===== src/rtl/rv32i_pkg.sv =====
// Shared RV32I constants: instruction format codes, major opcodes and the
// signed immediate ranges each format can represent.
package rv32i_pkg;

  typedef enum logic [2:0] {
    FMT_R = 3'd0,
    FMT_I = 3'd1,
    FMT_S = 3'd2,
    FMT_B = 3'd3,
    FMT_U = 3'd4,
    FMT_J = 3'd5
  } fmt_e;

  localparam logic [6:0] OP_LOAD   = 7'b0000011;
  localparam logic [6:0] OP_OPIMM  = 7'b0010011;
  localparam logic [6:0] OP_STORE  = 7'b0100011;
  localparam logic [6:0] OP_BRANCH = 7'b1100011;
  localparam logic [6:0] OP_AUIPC  = 7'b0010111;
  localparam logic [6:0] OP_LUI    = 7'b0110111;
  localparam logic [6:0] OP_JALR   = 7'b1100111;
  localparam logic [6:0] OP_JAL    = 7'b1101111;

  localparam int signed IMM12_MIN = -2048;
  localparam int signed IMM12_MAX = 2047;
  localparam int signed IMM13_MIN = -4096;
  localparam int signed IMM13_MAX = 4094;
  localparam int signed IMM21_MIN = -1048576;
  localparam int signed IMM21_MAX = 1048574;

endpackage


===== src/rtl/inst_pack.sv =====
// Combinational RV32I field packer: scatters the immediate into the format's
// bit positions and flags sets whose immediate the format cannot represent.
module inst_pack
  import rv32i_pkg::*;
(
  input  logic [2:0]         fmt_i,
  input  logic [6:0]         opcode_i,
  input  logic [4:0]         rd_i,
  input  logic [4:0]         rs1_i,
  input  logic [4:0]         rs2_i,
  input  logic [2:0]         funct3_i,
  input  logic [6:0]         funct7_i,
  input  logic signed [31:0] imm_i,
  output logic [31:0]        word_o,
  output logic               legal_o
);

  always_comb begin
    word_o  = '0;
    legal_o = 1'b0;
    case (fmt_i)
      FMT_R: begin
        word_o  = {funct7_i, rs2_i, rs1_i, funct3_i, rd_i, opcode_i};
        legal_o = 1'b1;
      end
      FMT_I: begin
        word_o  = {imm_i[11:0], rs1_i, funct3_i, rd_i, opcode_i};
        legal_o = (imm_i >= IMM12_MIN) && (imm_i <= IMM12_MAX);
      end
      FMT_S: begin
        word_o  = {imm_i[11:5], rs2_i, rs1_i, funct3_i, imm_i[4:0], opcode_i};
        legal_o = (imm_i >= IMM12_MIN) && (imm_i <= IMM12_MAX);
      end
      FMT_B: begin
        word_o  = {imm_i[12], imm_i[10:5], rs2_i, rs1_i, funct3_i,
                   imm_i[4:1], imm_i[11], opcode_i};
        legal_o = (imm_i >= IMM13_MIN) && (imm_i <= IMM13_MAX) && !imm_i[0];
      end
      FMT_U: begin
        word_o  = {imm_i[31:12], rd_i, opcode_i};
        legal_o = (imm_i[11:0] == 12'd0);
      end
      FMT_J: begin
        word_o  = {imm_i[20], imm_i[10:1], imm_i[11], imm_i[19:12], rd_i, opcode_i};
        legal_o = (imm_i >= IMM21_MIN) && (imm_i <= IMM21_MAX) && !imm_i[0];
      end
      default: begin
        word_o  = '0;
        legal_o = 1'b0;
      end
    endcase
  end

endmodule


===== src/rtl/inst_encoder.sv =====
// Instruction encoder: accepts field sets, packs legal ones into one output
// word register with a valid/ready write port, and tracks write/error counts.
module inst_encoder
  import rv32i_pkg::*;
#(
  parameter logic [31:0] BASE_ADDR = 32'h0000_0000
) (
  input  logic        clk,
  input  logic        rst_n,
  input  logic        start,
  input  logic        in_valid,
  output logic        in_ready,
  input  logic [2:0]  in_fmt,
  input  logic [6:0]  in_opcode,
  input  logic [4:0]  in_rd,
  input  logic [4:0]  in_rs1,
  input  logic [4:0]  in_rs2,
  input  logic [2:0]  in_funct3,
  input  logic [6:0]  in_funct7,
  input  logic [31:0] in_imm,
  output logic        mem_we,
  input  logic        mem_ready,
  output logic [31:0] mem_addr,
  output logic [31:0] mem_wdata,
  output logic [15:0] wr_count,
  output logic [7:0]  err_count
);

  logic        we_q, we_d;
  logic [31:0] addr_q, addr_d;
  logic [31:0] wdata_q, wdata_d;
  logic [31:0] ptr_q, ptr_d;
  logic [15:0] wrcnt_q, wrcnt_d;
  logic [7:0]  errcnt_q, errcnt_d;

  logic        accept;
  logic [31:0] pack_word;
  logic        pack_legal;
  logic [31:0] ptr_base;
  logic [15:0] wrcnt_base;
  logic [7:0]  errcnt_base;

  inst_pack u_pack (
    .fmt_i    (in_fmt),
    .opcode_i (in_opcode),
    .rd_i     (in_rd),
    .rs1_i    (in_rs1),
    .rs2_i    (in_rs2),
    .funct3_i (in_funct3),
    .funct7_i (in_funct7),
    .imm_i    (in_imm),
    .word_o   (pack_word),
    .legal_o  (pack_legal)
  );

  assign in_ready = !we_q || mem_ready;
  assign accept   = in_valid && in_ready;

  // start rebases pointer and counters before the current acceptance is applied
  assign ptr_base    = start ? BASE_ADDR : ptr_q;
  assign wrcnt_base  = start ? 16'd0 : wrcnt_q;
  assign errcnt_base = start ? 8'd0 : errcnt_q;

  always_comb begin
    we_d     = we_q && !mem_ready;
    addr_d   = addr_q;
    wdata_d  = wdata_q;
    ptr_d    = ptr_base;
    wrcnt_d  = wrcnt_base;
    errcnt_d = errcnt_base;
    if (accept && pack_legal) begin
      we_d    = 1'b1;
      addr_d  = ptr_base;
      wdata_d = pack_word;
      ptr_d   = ptr_base + 32'd4;
      wrcnt_d = wrcnt_base + 16'd1;
    end else if (accept && (errcnt_base != 8'hFF)) begin
      errcnt_d = errcnt_base + 8'd1;
    end
  end

  always_ff @(posedge clk or negedge rst_n) begin
    if (!rst_n) begin
      we_q     <= 1'b0;
      addr_q   <= '0;
      wdata_q  <= '0;
      ptr_q    <= BASE_ADDR;
      wrcnt_q  <= '0;
      errcnt_q <= '0;
    end else begin
      we_q     <= we_d;
      addr_q   <= addr_d;
      wdata_q  <= wdata_d;
      ptr_q    <= ptr_d;
      wrcnt_q  <= wrcnt_d;
      errcnt_q <= errcnt_d;
    end
  end

  assign mem_we    = we_q;
  assign mem_addr  = addr_q;
  assign mem_wdata = wdata_q;
  assign wr_count  = wrcnt_q;
  assign err_count = errcnt_q;

endmodule


===== config.mk =====
export PLATFORM = sky130hd
export DESIGN_NAME = inst_encoder
export DESIGN_NICKNAME = d
export VERILOG_FILES = /design/src/rtl/rv32i_pkg.sv /design/src/rtl/inst_pack.sv /design/src/rtl/inst_encoder.sv
export SDC_FILE = /design/constraint.sdc
export NUM_CORES = 1
export LEC_CHECK = 0
export ABC_AREA = 1
export BUFFER_PORTS_ARGS = -buffer_cell sky130_fd_sc_hd__buf_2
export CORE_MARGIN = 2
export CORE_UTILIZATION = 50
export CTS_BUF_LIST = sky130_fd_sc_hd__clkbuf_16
export CTS_CLUSTER_DIAMETER = 100
export CTS_CLUSTER_SIZE = 25
export DETAILED_ROUTE_END_ITERATION = 8
export PLACE_DENSITY_LB_ADDON = 0.12
export SYNTH_ARGS = -nofsm -noshare
export SYNTH_HDL_FRONTEND = slang
export SYNTH_SLANG_ARGS = --single-unit

===== constraint.sdc =====
create_clock -name clk -period 2 [get_ports clk]
set_input_delay 0 -clock clk [delete_from_list [all_inputs] [get_ports clk]]
set_output_delay 0 -clock clk [all_outputs]
set_load 0.05 [all_outputs]

==> results of run 1 <==
## flip-flops by register name (all words and copies together), names as in the netlist
signal and cells:
mem_addr 32, mem_wdata 32, ptr_q 32, wr_count 16, err_count 8, mem_we 1
## through the flow
stage          util, %  instances  TNS, ns  total power (uW)
3_5_place_dp      58.5       1388        0              4200
2_1_floorplan        -       1058        0              3730
4_1_cts           65.9       1465        0              7510
3_3_place_gp      58.5       1388        0              4180
6_report          66.1       1467        0              7450
5_1_grt           66.1       1467  -0.0321              7740
## final timing paths
kind / endpoint / startpoint / slack, ns / cells past startpoint
worst min register to register: mem_addr[14] / mem_addr[14] / 0.46 / 2
worst min-delay path: mem_wdata[13] / in_imm[13] / 0.01 / 5
max in group asynchronous: mem_addr[23] / rst_n / 1.30 / 3
worst max register to register: err_count[2] / err_count[1] / 0.13 / 8
min in group asynchronous: wr_count[9] / rst_n / 0.07 / 2
worst max-delay path: err_count[2] / err_count[1] / 0.13 / 8
## cell usage after synthesis (all sizes together)
| library cell | count |
|---|---|
| nand2 | 398 |
| nand3 | 150 |
| nor2 | 124 |
| dfrtp | 121 |
| inv | 100 |
| buf | 38 |
| xor2 | 27 |
| xnor2 | 22 |
| nor3 | 16 |
| nand4 | 15 |
| clkbuf | 9 |
| o21ai | 9 |
| mux2 | 5 |
| nor4 | 5 |
| a21oi | 3 |
| ha | 3 |
| o211ai | 3 |
| and2 | 2 |
| nor3b | 2 |
| a21boi | 1 |
| a221oi | 1 |
| a22o | 1 |
| o2111ai | 1 |
| o22ai | 1 |
| o311ai | 1 |
## worst max-delay path: stages, from the launching register on
cell	delay, ns
dfrtp_2	0.37
inv_1	0.05
nor2_2	0.12
ha_1	0.22
nand3_1	0.17
o21ai_4	0.34
mux2_2	0.38
nand2_1	0.07
nand2_1	0.04
## final cells by class
type | count | area [sq um] | share of cell area (%)
clock buffers | 17 | 425 | 4.43
flip-flops and latches | 121 | 3030 | 31.6
inverters | 100 | 375 | 3.91
well taps | 184 | 230 | 2.40
multi-input cells | 790 | 3730 | 38.9
clock inverters | 14 | 181 | 1.89
repair buffers | 241 | 1620 | 16.9
## power by group through the flow
stage / Combinational [uW] / Sequential, uW / Clock [uW]
after floorplan: 426 / 3300 / 0
after global placement: 1440 / 2740 / 0
after detailed placement: 1450 / 2740 / 0
after CTS: 1540 / 2710 / 3270
after global routing: 1660 / 2730 / 3360
final: 1540 / 2710 / 3210
## logic make-up after synthesis
group	Yosys count
adder cells (fa/ha/maj)	3
flip-flops	121
AO/OA/AOI/OAI	21
XOR/XNOR	49
buffers and inverters	147
multiplexers	5
AND/OR/NAND/NOR	712
## what timing repair did
action	CTS	global route
buffers inserted	0	2
hold endpoints to repair	151	0
endpoints found under the setup margin	0	12
hold buffers	46	0
gates resized for setup	0	6
## routing by layer
metal  up-vias  share of wire [%]  global-route usage [%]
met5         -                  0                       0
met1      3369                 45                    36.7
met2       240                 46                    42.9
met4         0                2.9                    11.2
met3        44                5.9                    5.65
li1       3758                  -                       -
==> impl_metrics.json, run 1 <==
{
  "outcome": "finished clean",
  "syn_area_per_cell_sq_um": 7.03,
  "layout-drive-gt1-share_pct": 20.8,
  "start_util_pct": 51.2,
  "cts_root_buf": "clkbuf_16",
  "cts_tree": "done",
  "drt_iter0_drc": 495,
  "placed_area_sq_um": 8500,
  "grt_first_pass_wirelength_mm": 35.1,
  "yosys_warnings": 0,
  "numClockSinks": 121,
  "path_clk_slew_ns": 0.06,
  "yosys.area_share.adder_pct": 0.505,
  "wl_mm": 20.9,
  "die-area_sq_um": 15900,
  "drt_drc_violations_left": 0,
  "final_cell_mix": "nand2_1 (394), buf_2 (160), nand3_1 (150), dfrtp_1 (118), nor2_1 (103)",
  "internal_power_uw": 5080,
  "grt_overflow": 0,
  "grt_max_degree": 90,
  "mostFrequentLayoutCell": "nand2_1",
  "numPortBuffers": 161,
  "ys_top_cells_by_area": "dfrtp_1 (41%), nand2_1 (20%), nand3_1 (10%), nor2_1 (5.5%), inv_1 (4.8%)",
  "yosys_register_bits": 121,
  "worst_slew_pin_slew_ns": 0.533,
  "nets": 1346,
  "max_freq_ghz": 0.534,
  "hold_class": "input port to flop",
  "final-setup-viol-count": 0,
  "ioPinCount": 162,
  "die_w_um": 126,
  "htreeDepth": 4,
  "synthCells": 1058,
  "cts_buffers": 17,
  "seq_power_share_pct": 36.3,
  "synth_area_sq_um": 7440,
  "die_h_um": 126,
  "p_sw_uw": 2370,
  "finalInstanceArea_sq_um": 9600,
  "synth-simple-area-share_pct": 40.7,
  "globalplace.congestion": 0.955,
  "clockBufferDepth": 2,
  "yosys.area.top_type": "dfrtp_1",
  "area_growth_pct": 29.1,
  "core.rowCount": 44,
  "cp_max_fo": 8,
  "slew_violations": 0,
  "finalCriticalPeriod_ns": 1.87,
  "synthXorXnorAreaFrac_pct": 5.77,
  "vias_per_cell": 5.05,
  "coreArea_sq_um": 14500,
  "power.density_nw_per_um2": 776,
  "clockPowerShare_pct": 43.0,
  "synth_compound_area_share_pct": 1.92,
  "clkLatencyLatePin_ns": 0.42,
  "relSlewSlack_pct": 64.1,
  "ant_nets": 0,
  "post-dp-hpwl_mm": 14.3,
  "cp-start-kind": "flop",
  "fin_skew_ns": 0.00871,
  "crit_type": "flop to flop",
  "synth_top_family_by_area": "simple AND/OR/NAND/NOR gates",
  "synth_mux_area_share_pct": 0.757,
  "cap_viol_max_count": 0,
  "ir_drop_mv": 0.599,
  "dr.pass1.iters": 5,
  "period_share_pct": 93.6,
  "post-place-ws_ns": 0.107,
  "hold_violations": 0,
  "crit_arrival_ns": 2.18,
  "syn_nets": 1133,
  "grt_pass1_vias": 7147,
  "netlist-cell-type-count": 36,
  "num-fill-cells": 1350,
  "antenna_found_initial": 0,
  "wl_per_cell_um": 14.2,
  "yosysSeqAreaShare_pct": 40.7,
  "power_frac_comb_pct": 20.7,
  "fin_ws_ns": 0.127,
  "leakage_uw": 0.00515,
  "hold_ws_ns": 0.0130,
  "switching_share_pct": 31.8,
  "vias": 7411,
  "synth_top_cell_area_share_pct": 40.7,
  "critPathRequiredTime_ns": 2.31,
  "grtUsageTotal_pct": 27.2,
  "endpoint_kind": "flop",
  "diodes": 0
}
(Power assumes the default switching activity.)
==> run 2: changes to the inputs <==
--- a/config.mk
+++ b/config.mk
@@ -13,6 +13,7 @@
 export CTS_CLUSTER_DIAMETER = 100
 export CTS_CLUSTER_SIZE = 25
 export DETAILED_ROUTE_END_ITERATION = 8
+export GPL_TIMING_DRIVEN = 0
 export PLACE_DENSITY_LB_ADDON = 0.12
 export SYNTH_ARGS = -nofsm -noshare
 export SYNTH_HDL_FRONTEND = slang
==> run 2 against run 1 <==
  * The run now ends with negative hold slack left
  * First-iteration DRC count is 18% higher
  * Cell count is 0.95% higher
  * Clock-buffer cell count stayed put
  * Design area is 0.14% lower
  * Register-to-register slack worse by 0.05 ns
  * Maximum frequency is 2.5% lower
  * Die area stayed put
  * Sequential power hardly changed
  * Largest power group unchanged
==> impl_metrics.json, run 2 (synthesis gave the netlist of run 1 again) <==
{
  "fin_skew_ns": 0.0123,
  "ir_drop_mv": 0.697,
  "clkLatencyLatePin_ns": 0.42,
  "clockBufferDepth": 2,
  "num-fill-cells": 1330,
  "path_clk_slew_ns": 0.05,
  "area_growth_pct": 28.9,
  "numClockSinks": 121,
  "die_w_um": 126,
  "grtUsageTotal_pct": 28.3,
  "ant_nets": 0,
  "start_util_pct": 51.2,
  "final-setup-viol-count": 0,
  "failed_checks": "negative hold slack",
  "hold_violations": 1,
  "seqCellArea_sq_um": 3030,
  "post-dp-hpwl_mm": 16.2,
  "vias_per_cell": 5.11,
  "layout-drive-gt1-share_pct": 22.4,
  "die-area_sq_um": 15900,
  "mostFrequentLayoutCell": "nand2_1",
  "post-place-ws_ns": -0.536,
  "globalplace.congestion": 0.992,
  "placed_area_sq_um": 8510,
  "cp_max_fo": 10,
  "ioPinCount": 162,
  "core.rowCount": 44,
  "max_freq_ghz": 0.521,
  "cts_root_buf": "clkbuf_16",
  "vias": 7565,
  "period_share_pct": 96.1,
  "cap_viol_max_count": 0,
  "wl_per_cell_um": 15.0,
  "hold_class": "input port to flop",
  "coreArea_sq_um": 14500,
  "power.density_nw_per_um2": 754,
  "finalInstanceArea_sq_um": 9590,
  "endpoint_kind": "flop",
  "drt_iter0_drc": 583,
  "multi_input_area_sq_um": 3770,
  "crit_type": "input port to flop",
  "finalCriticalPeriod_ns": 1.92,
  "outcome": "finished, violations left",
  "grt_max_degree": 75,
  "hold_ws_ns": -0.00713,
  "final_cell_mix": "nand2_1 (396), buf_2 (176), nand3_1 (149), dfrtp_1 (118), nor2_1 (101)",
  "cp-start-kind": "input port",
  "crit_arrival_ns": 2.22,
  "cts_tree": "done",
  "dr.pass1.iters": 6,
  "die_h_um": 126,
  "grt_pass1_vias": 7122,
  "critPathRequiredTime_ns": 2.30,
  "drt_drc_violations_left": 0,
  "grt_setup_unrepaired": "true",
  "fin_ws_ns": 0.0790,
  "grt_first_pass_wirelength_mm": 35.6,
  "antenna_found_initial": 0,
  "worst_slew_pin_slew_ns": 0.528,
  "numPortBuffers": 161,
  "grt_overflow": 0,
  "diodes": 0,
  "htreeDepth": 4,
  "leakage_uw": 0.00515,
  "slew_violations": 0,
  "relSlewSlack_pct": 64.4,
  "cts_buffers": 17,
  "wl_mm": 22.2,
  "nets": 1360
}
==> run 2: repair_timing <==
action | CTS | global route
setup endpoints to repair | 112 | 11
hold buffers | 37 | 0
endpoints found under the hold margin | 150 | 0
pin swaps | 1 | 14
setup buffers | 1 | 8
gates resized for setup | 10 | 14
==> run 2: metal layers <==
layer	GRT usage [%]	up-vias	share of wire, %	wire length, um
li1	-	3784	-	-
met1	36.9	3490	44	9700
met2	46.2	244	47	10400
met3	6.03	47	6.3	1400
met4	11.4	0	3.1	686
met5	0	-	0	0
==> run 2: metrics by stage <==
stage          utilization (%)  setup TNS (ns)  instances  hold slack, ns  total power [uW]
3_3_place_gp              58.3         -105.73       1403           0.229              4220
2_1_floorplan                -               0       1058          -0.296              3730
5_1_grt                   66.0         -0.0669       1481          0.0199              7520
3_5_place_dp              58.6          -25.45       1404         -0.0336              4240
4_1_cts                   65.3               0       1473        0.000621              7240
6_report                  66.0               0       1481        -0.00713              7230
==> run 2: worst max-delay path, stage by stage <==
cell     delay [ns]
buf_2          0.16
buf_6          0.17
buf_2          0.22
buf_2          0.25
nor2_2         0.20
ha_1           0.24
nand3_1        0.18
o21ai_4        0.30
mux2_2         0.37
nand2_1        0.06
nand2_1        0.06
==> run 2: final cells by class <==
| class | instances | share of cell area (%) |
|---|---|---|
| flip-flops and latches | 121 | 31.6 |
| clock buffers | 17 | 4.44 |
| inverters | 100 | 3.94 |
| clock inverters | 14 | 1.41 |
| repair buffers | 208 | 13.3 |
| multi-input cells | 790 | 39.3 |
| plain buffers | 47 | 3.59 |
| well taps | 184 | 2.40 |
==> run 2: path summary, 6_finish.rpt <==
kind,cells past startpoint,slack [ns],end,start
worst max-delay path,11,0.08,err_count[2],start
worst min-delay path,5,-0.007,mem_wdata[13],in_funct3[1]
worst max register to register,11,0.08,ptr_q[26],ptr_q[3]
worst min register to register,2,0.46,mem_addr[14],mem_addr[14]
max in group asynchronous,3,1.16,err_count[0],rst_n
min in group asynchronous,2,0.09,wr_count[8],rst_n
==> run 2: power breakdown <==
part | internal, uW | total [uW] | switching (uW) | leakage [uW]
Combinational | 410 | 1570 | 1160 | 0.00323
Clock | 1810 | 2950 | 1140 | 0.000279
Sequential | 2610 | 2710 | 96.1 | 0.00164
Total | 4830 | 7230 | 2400 | 0.00515
